<file path="config.mk">
export PLATFORM = sky130hd
export DESIGN_NAME = sevenseg_scan_ctrl
export DESIGN_NICKNAME = d
export VERILOG_FILES = /design/src/rtl/sevenseg_scan_ctrl.sv
export SDC_FILE = /design/constraint.sdc
export NUM_CORES = 1
export LEC_CHECK = 0
export CELL_PAD_IN_SITES_DETAIL_PLACEMENT = 0
export CELL_PAD_IN_SITES_GLOBAL_PLACEMENT = 1
export CORE_MARGIN = 8
export CORE_UTILIZATION = 44
export CTS_CLUSTER_SIZE = 20
export DETAILED_ROUTE_END_ITERATION = 12
export PLACE_DENSITY = 0.87
export SETUP_SLACK_MARGIN = 0.1
export SLEW_MARGIN = 20
export SYNTH_ARGS = -nofsm -noshare
export SYNTH_HDL_FRONTEND = slang
export SYNTH_SLANG_ARGS = --single-unit
</file>
<file path="constraint.sdc">
create_clock -name clk -period 5.7 [get_ports clk]
set_input_delay 0.855 -clock clk [delete_from_list [all_inputs] [get_ports clk]]
set_output_delay 0.855 -clock clk [all_outputs]
set_load 0.02 [all_outputs]
</file>
<file path="src/rtl/sevenseg_scan_ctrl.sv">
// Time-multiplexed scan controller for a 4-digit common-anode seven-segment
// display. A 16-bit hex value is captured into a shadow register and its
// digits are shown one per slot. Each slot opens with a blanking window
// (all anodes off) to suppress ghosting between digits.
module sevenseg_scan_ctrl #(
    parameter int REFRESH_DIV  = 100000,
    parameter int BLANK_CYCLES = 1000
) (
    input  logic        clk,
    input  logic        reset,
    input  logic [15:0] value,
    input  logic        load,
    input  logic [3:0]  digit_en,
    input  logic        lz_blank,
    output logic [6:0]  segments,
    output logic [3:0]  Anode_Activate,
    output logic        frame_tick
);

    localparam int CW = (REFRESH_DIV > 1) ? $clog2(REFRESH_DIV) : 1;
    localparam logic [CW-1:0] CNT_LAST = CW'(REFRESH_DIV - 1);

    logic [15:0]   shadow;
    logic [CW-1:0] cnt;
    logic [1:0]    idx;
    logic [3:0]    nib;
    logic          on;

    logic [15:0]   shadow_next;
    logic [1:0]    idx_next;
    logic          slot_end;
    logic          blank_phase;

    // Active-low abc_defg glyph for a hex nibble.
    function automatic logic [6:0] font(input logic [3:0] n);
        logic [6:0] s;
        case (n)
            4'h0: s = 7'b000_0001;
            4'h1: s = 7'b100_1111;
            4'h2: s = 7'b001_0010;
            4'h3: s = 7'b000_0110;
            4'h4: s = 7'b100_1100;
            4'h5: s = 7'b010_0100;
            4'h6: s = 7'b010_0000;
            4'h7: s = 7'b000_1111;
            4'h8: s = 7'b000_0000;
            4'h9: s = 7'b000_1100;
            4'hA: s = 7'b000_1000;
            4'hB: s = 7'b110_0000;
            4'hC: s = 7'b011_0001;
            4'hD: s = 7'b100_0010;
            4'hE: s = 7'b011_0000;
            default: s = 7'b011_1000;
        endcase
        return s;
    endfunction

    // Select hex digit k of a 16-bit word.
    function automatic logic [3:0] digit_of(input logic [15:0] w, input logic [1:0] k);
        logic [3:0] d;
        case (k)
            2'd0:    d = w[3:0];
            2'd1:    d = w[7:4];
            2'd2:    d = w[11:8];
            default: d = w[15:12];
        endcase
        return d;
    endfunction

    // A digit is a leading zero when it and every digit above it are zero;
    // the rightmost digit always stays visible so a zero value still shows "0".
    function automatic logic leading_zero(input logic [15:0] w, input logic [1:0] k);
        logic z;
        case (k)
            2'd0:    z = 1'b0;
            2'd1:    z = (w[15:4] == 12'h000);
            2'd2:    z = (w[15:8] == 8'h00);
            default: z = (w[15:12] == 4'h0);
        endcase
        return z;
    endfunction

    // Next-slot selection: a load on the boundary edge is already visible here.
    always_comb begin
        shadow_next = load ? value : shadow;
        idx_next    = idx + 2'd1;
        slot_end    = (cnt == CNT_LAST);
    end

    // Slot/digit sequencing; the digit shown is latched only at slot boundaries
    // so a mid-slot load never tears the current digit.
    always_ff @(posedge clk) begin
        if (reset) begin
            shadow <= 16'h0000;
            cnt    <= '0;
            idx    <= 2'd0;
            nib    <= 4'h0;
            on     <= 1'b0;
        end else begin
            if (load) begin
                shadow <= value;
            end
            if (slot_end) begin
                cnt <= '0;
                idx <= idx_next;
                nib <= digit_of(shadow_next, idx_next);
                on  <= digit_en[idx_next] &
                       ~(lz_blank & leading_zero(shadow_next, idx_next));
            end else begin
                cnt <= cnt + 1'b1;
            end
        end
    end

    // Output decode purely from registered state.
    always_comb begin
        blank_phase    = (32'(cnt) < 32'(BLANK_CYCLES));
        segments       = 7'b111_1111;
        Anode_Activate = 4'b1111;
        if (!blank_phase && on) begin
            segments       = font(nib);
            Anode_Activate = ~(4'b0001 << idx);
        end
        frame_tick = (idx == 2'd3) && slot_end;
    end

endmodule

</file>
==> qor.txt <==
Setup crit end kind: flop
Simple-gate portion of the synthesized area: 0.217
GRT Overall Usage: 0.135
DR vias: 1834
Vias in the first global route: 1800
Fin crit period: 3.88 ns
Core Region: 0.00517 mm2
R2R Setup Slk: 2.22 ns
Max FO, Critical Path: 20
Adder-cell share of the synthesized area: 0.0631
Worst EP required: 5.90 ns
Initial Utilization: 0.460
Compound-gate portion of the synthesized area: 0.122
Avg Vias per Cell: 5.09
Row Count: 26
DR iter-0 viols: 63
M3 GR Usage: 0.0239
Final period utilization: 0.681
Cell Area, Synth: 0.00238 mm2
Maximum VDD drop: 116 uV
Global route total overflow: 0
Hold Crit Class: reg2reg
Wire length per cell: 13.9 um
# fillers: 484
Mux contribution to synthesized area: 0.0978
Synth Area in XOR/XNOR: 0.0552
Met1 usage: 0.184
FFs w/ async S/R, synth: 0
Post-CTS sizing: 0
Synth Flop Type: dfxtp_1
Final TNS setup: 0 ns
GR met2 Demand/Resource: 0.201
Yosys reg bits: 47
Mapped Cells: 258
IO Pins: 36
Worst endpoint data arrival time: 4.08 ns
Global-route wire length before repair: 8480 um
H-tree depth: 2
Total routed wirelength: 5010 um
First-pass DRT Iterations: 4
Number of port buffers: 35
Clk sink count: 47
Routability cong.: 0.767
Sequential share of the synthesized area: 0.396
Avg Synthesized Cell Area: 9.22 um2
Power density over the cells: 213 mW/mm2
Leak: 1.05 nW
Die Y: 89.5 um
Achievable Freq: 258 MHz
Pins over their slew limit: 0
Routed Antenna Nets: 0
RSZ-0062 raised after global routing: false
Status: finished clean
CTS tree: yes
Num CTS Buffers: 5
Nets@finish: 325
Dpl cell area: 0.00277 mm2
P&R area growth vs syn: 20.6%
GR peak layer: met2
Worst rel slew slack: 0.349
Synth Net Count: 294
Placed Cells: 352
CTS max path bufs: 2
Largest net degree at the start of global routing: 21
Clock Root Buffer: clkbuf_8
Setup CP Type: in2reg
Max-cap violations: 0
Hpwl dp: 3600 um
Die area: 0.00801 mm2
Setup repair bufs after CTS: 0
Post-cts hold buffer count: 0
Clock latency on the worst-skew pair: 0.30 ns
Yosys cell types: 53
Worst slew pin tran: 0.974 ns
Startpoint Class: input port
DRC Markers: 0
Worst-path clk slew: 0.08 ns
Die Span X: 89.5 um
Combinational family with the most area after synthesis: simple AND/OR/NAND/NOR gates
N_diodes: 0
Initial antenna violation count: 0
Finished Layout Cells: 360
Post-synth EDFFs: 0
Final Hold Viols: 0
Final count of negative-setup-slack endpoints: 0
Finished Cell Area: 0.00287 mm2
Layout cells sized above 1: 0.0828
Utilization after layout: 0.555
Synthesis warning total: 0
Clk_skew: 0.00420 ns
## cells in the final DEF, fill, tap and decap left out, types with 2 or more instances in the layout
cell type         n
nand2_1          18
dfxtp_1          47
o22ai_1           3
clkdlybuf4s50_1  35
mux2_2            7
or3_1             3
nand3_1           8
inv_1            14
mux2i_1          12
and2_1            2
nor2b_1          10
nand2b_1         12
a21oi_1           7
clkbuf_8          7
a32o_1            2
a211o_1           2
nor2_1           31
xnor2_1           6
a222oi_1          2
buf_4             2
o32ai_1           4
ha_1             12
xor2_1            9
o21ai_0           2
and3_1            3
nor3_1            3
## critical path, cell delays in order
cell and delay [ns]:
clkdlybuf4s50_1 1.11, mux2_2 0.43, a222oi_1 0.31, nor2b_1 0.20
o32ai_1 0.21, inv_1 0.18, ha_1 0.29, mux2_2 0.29
o211a_1 0.19
## cell usage after synthesis, types with 4 or more instances
cell	instances	share of area
a21oi_1	7	0.015
buf_2	5	0.011
clkbuf_1	6	0.0095
dfxtp_1	47	0.40
ha_1	12	0.063
inv_1	14	0.022
mux2_2	7	0.033
mux2i_1	12	0.051
nand2_1	18	0.028
nand2b_1	12	0.032
nand3_1	8	0.017
nor2_1	31	0.049
nor2b_1	10	0.026
o32ai_1	4	0.015
xnor2_1	6	0.022
xor2_1	9	0.033
## worst paths after layout
path,from,endpoint,cells after the start
max,load,flop,9
min,cnt[0],cnt[0],1
max reg2reg,cnt[12],flop,8
min reg2reg,cnt[0],cnt[0],1
## final cells by class
| cell class | instances | area (um2) | area share |
|---|---|---|---|
| tap | 70 | 87.6 | 0.0305 |
| sequential | 47 | 941 | 0.328 |
| inverter | 15 | 56.3 | 0.0196 |
| timing repair buffer | 37 | 365 | 0.127 |
| clock buffer | 8 | 100 | 0.0349 |
| multi-input combinational | 183 | 1320 | 0.460 |
## logic make-up (layout without fill, tap and decap cells)
| logic type | Yosys count | in the layout |
|---|---|---|
| muxes | 21 | 21 |
| AOI/OAI and AO/OA | 36 | 36 |
| buffers and inverters | 28 | 60 |
| xor gates and xnor gates | 15 | 15 |
| and+or+nand+nor | 99 | 99 |
| adders and majority gates | 12 | 12 |
| DFF | 47 | 47 |
## stage by stage
stage               total power [mW]  hold WS (ns)  setup slack, ns
global placement               0.402         0.447             1.59
global route                   0.638         0.493             1.63
CTS                            0.619         0.475             1.85
detailed placement             0.402         0.454             1.55
floorplan                      0.378         0.430             2.55
finish                         0.610         0.469             1.82
## where the power goes
group          internal (mW)  total (mW)  switching (mW)
Combinational         0.0305      0.0541          0.0236
Sequential             0.336       0.340         0.00398
Clock                  0.111       0.215           0.105
Total                  0.478       0.610           0.132
## routing by layer
metal	up-vias	part of all wire
met3	7	0.048
li1	950	-
met5	-	0
met1	848	0.52
met2	29	0.42
met4	0	0.018
Power figures use the tool's default switching activity.
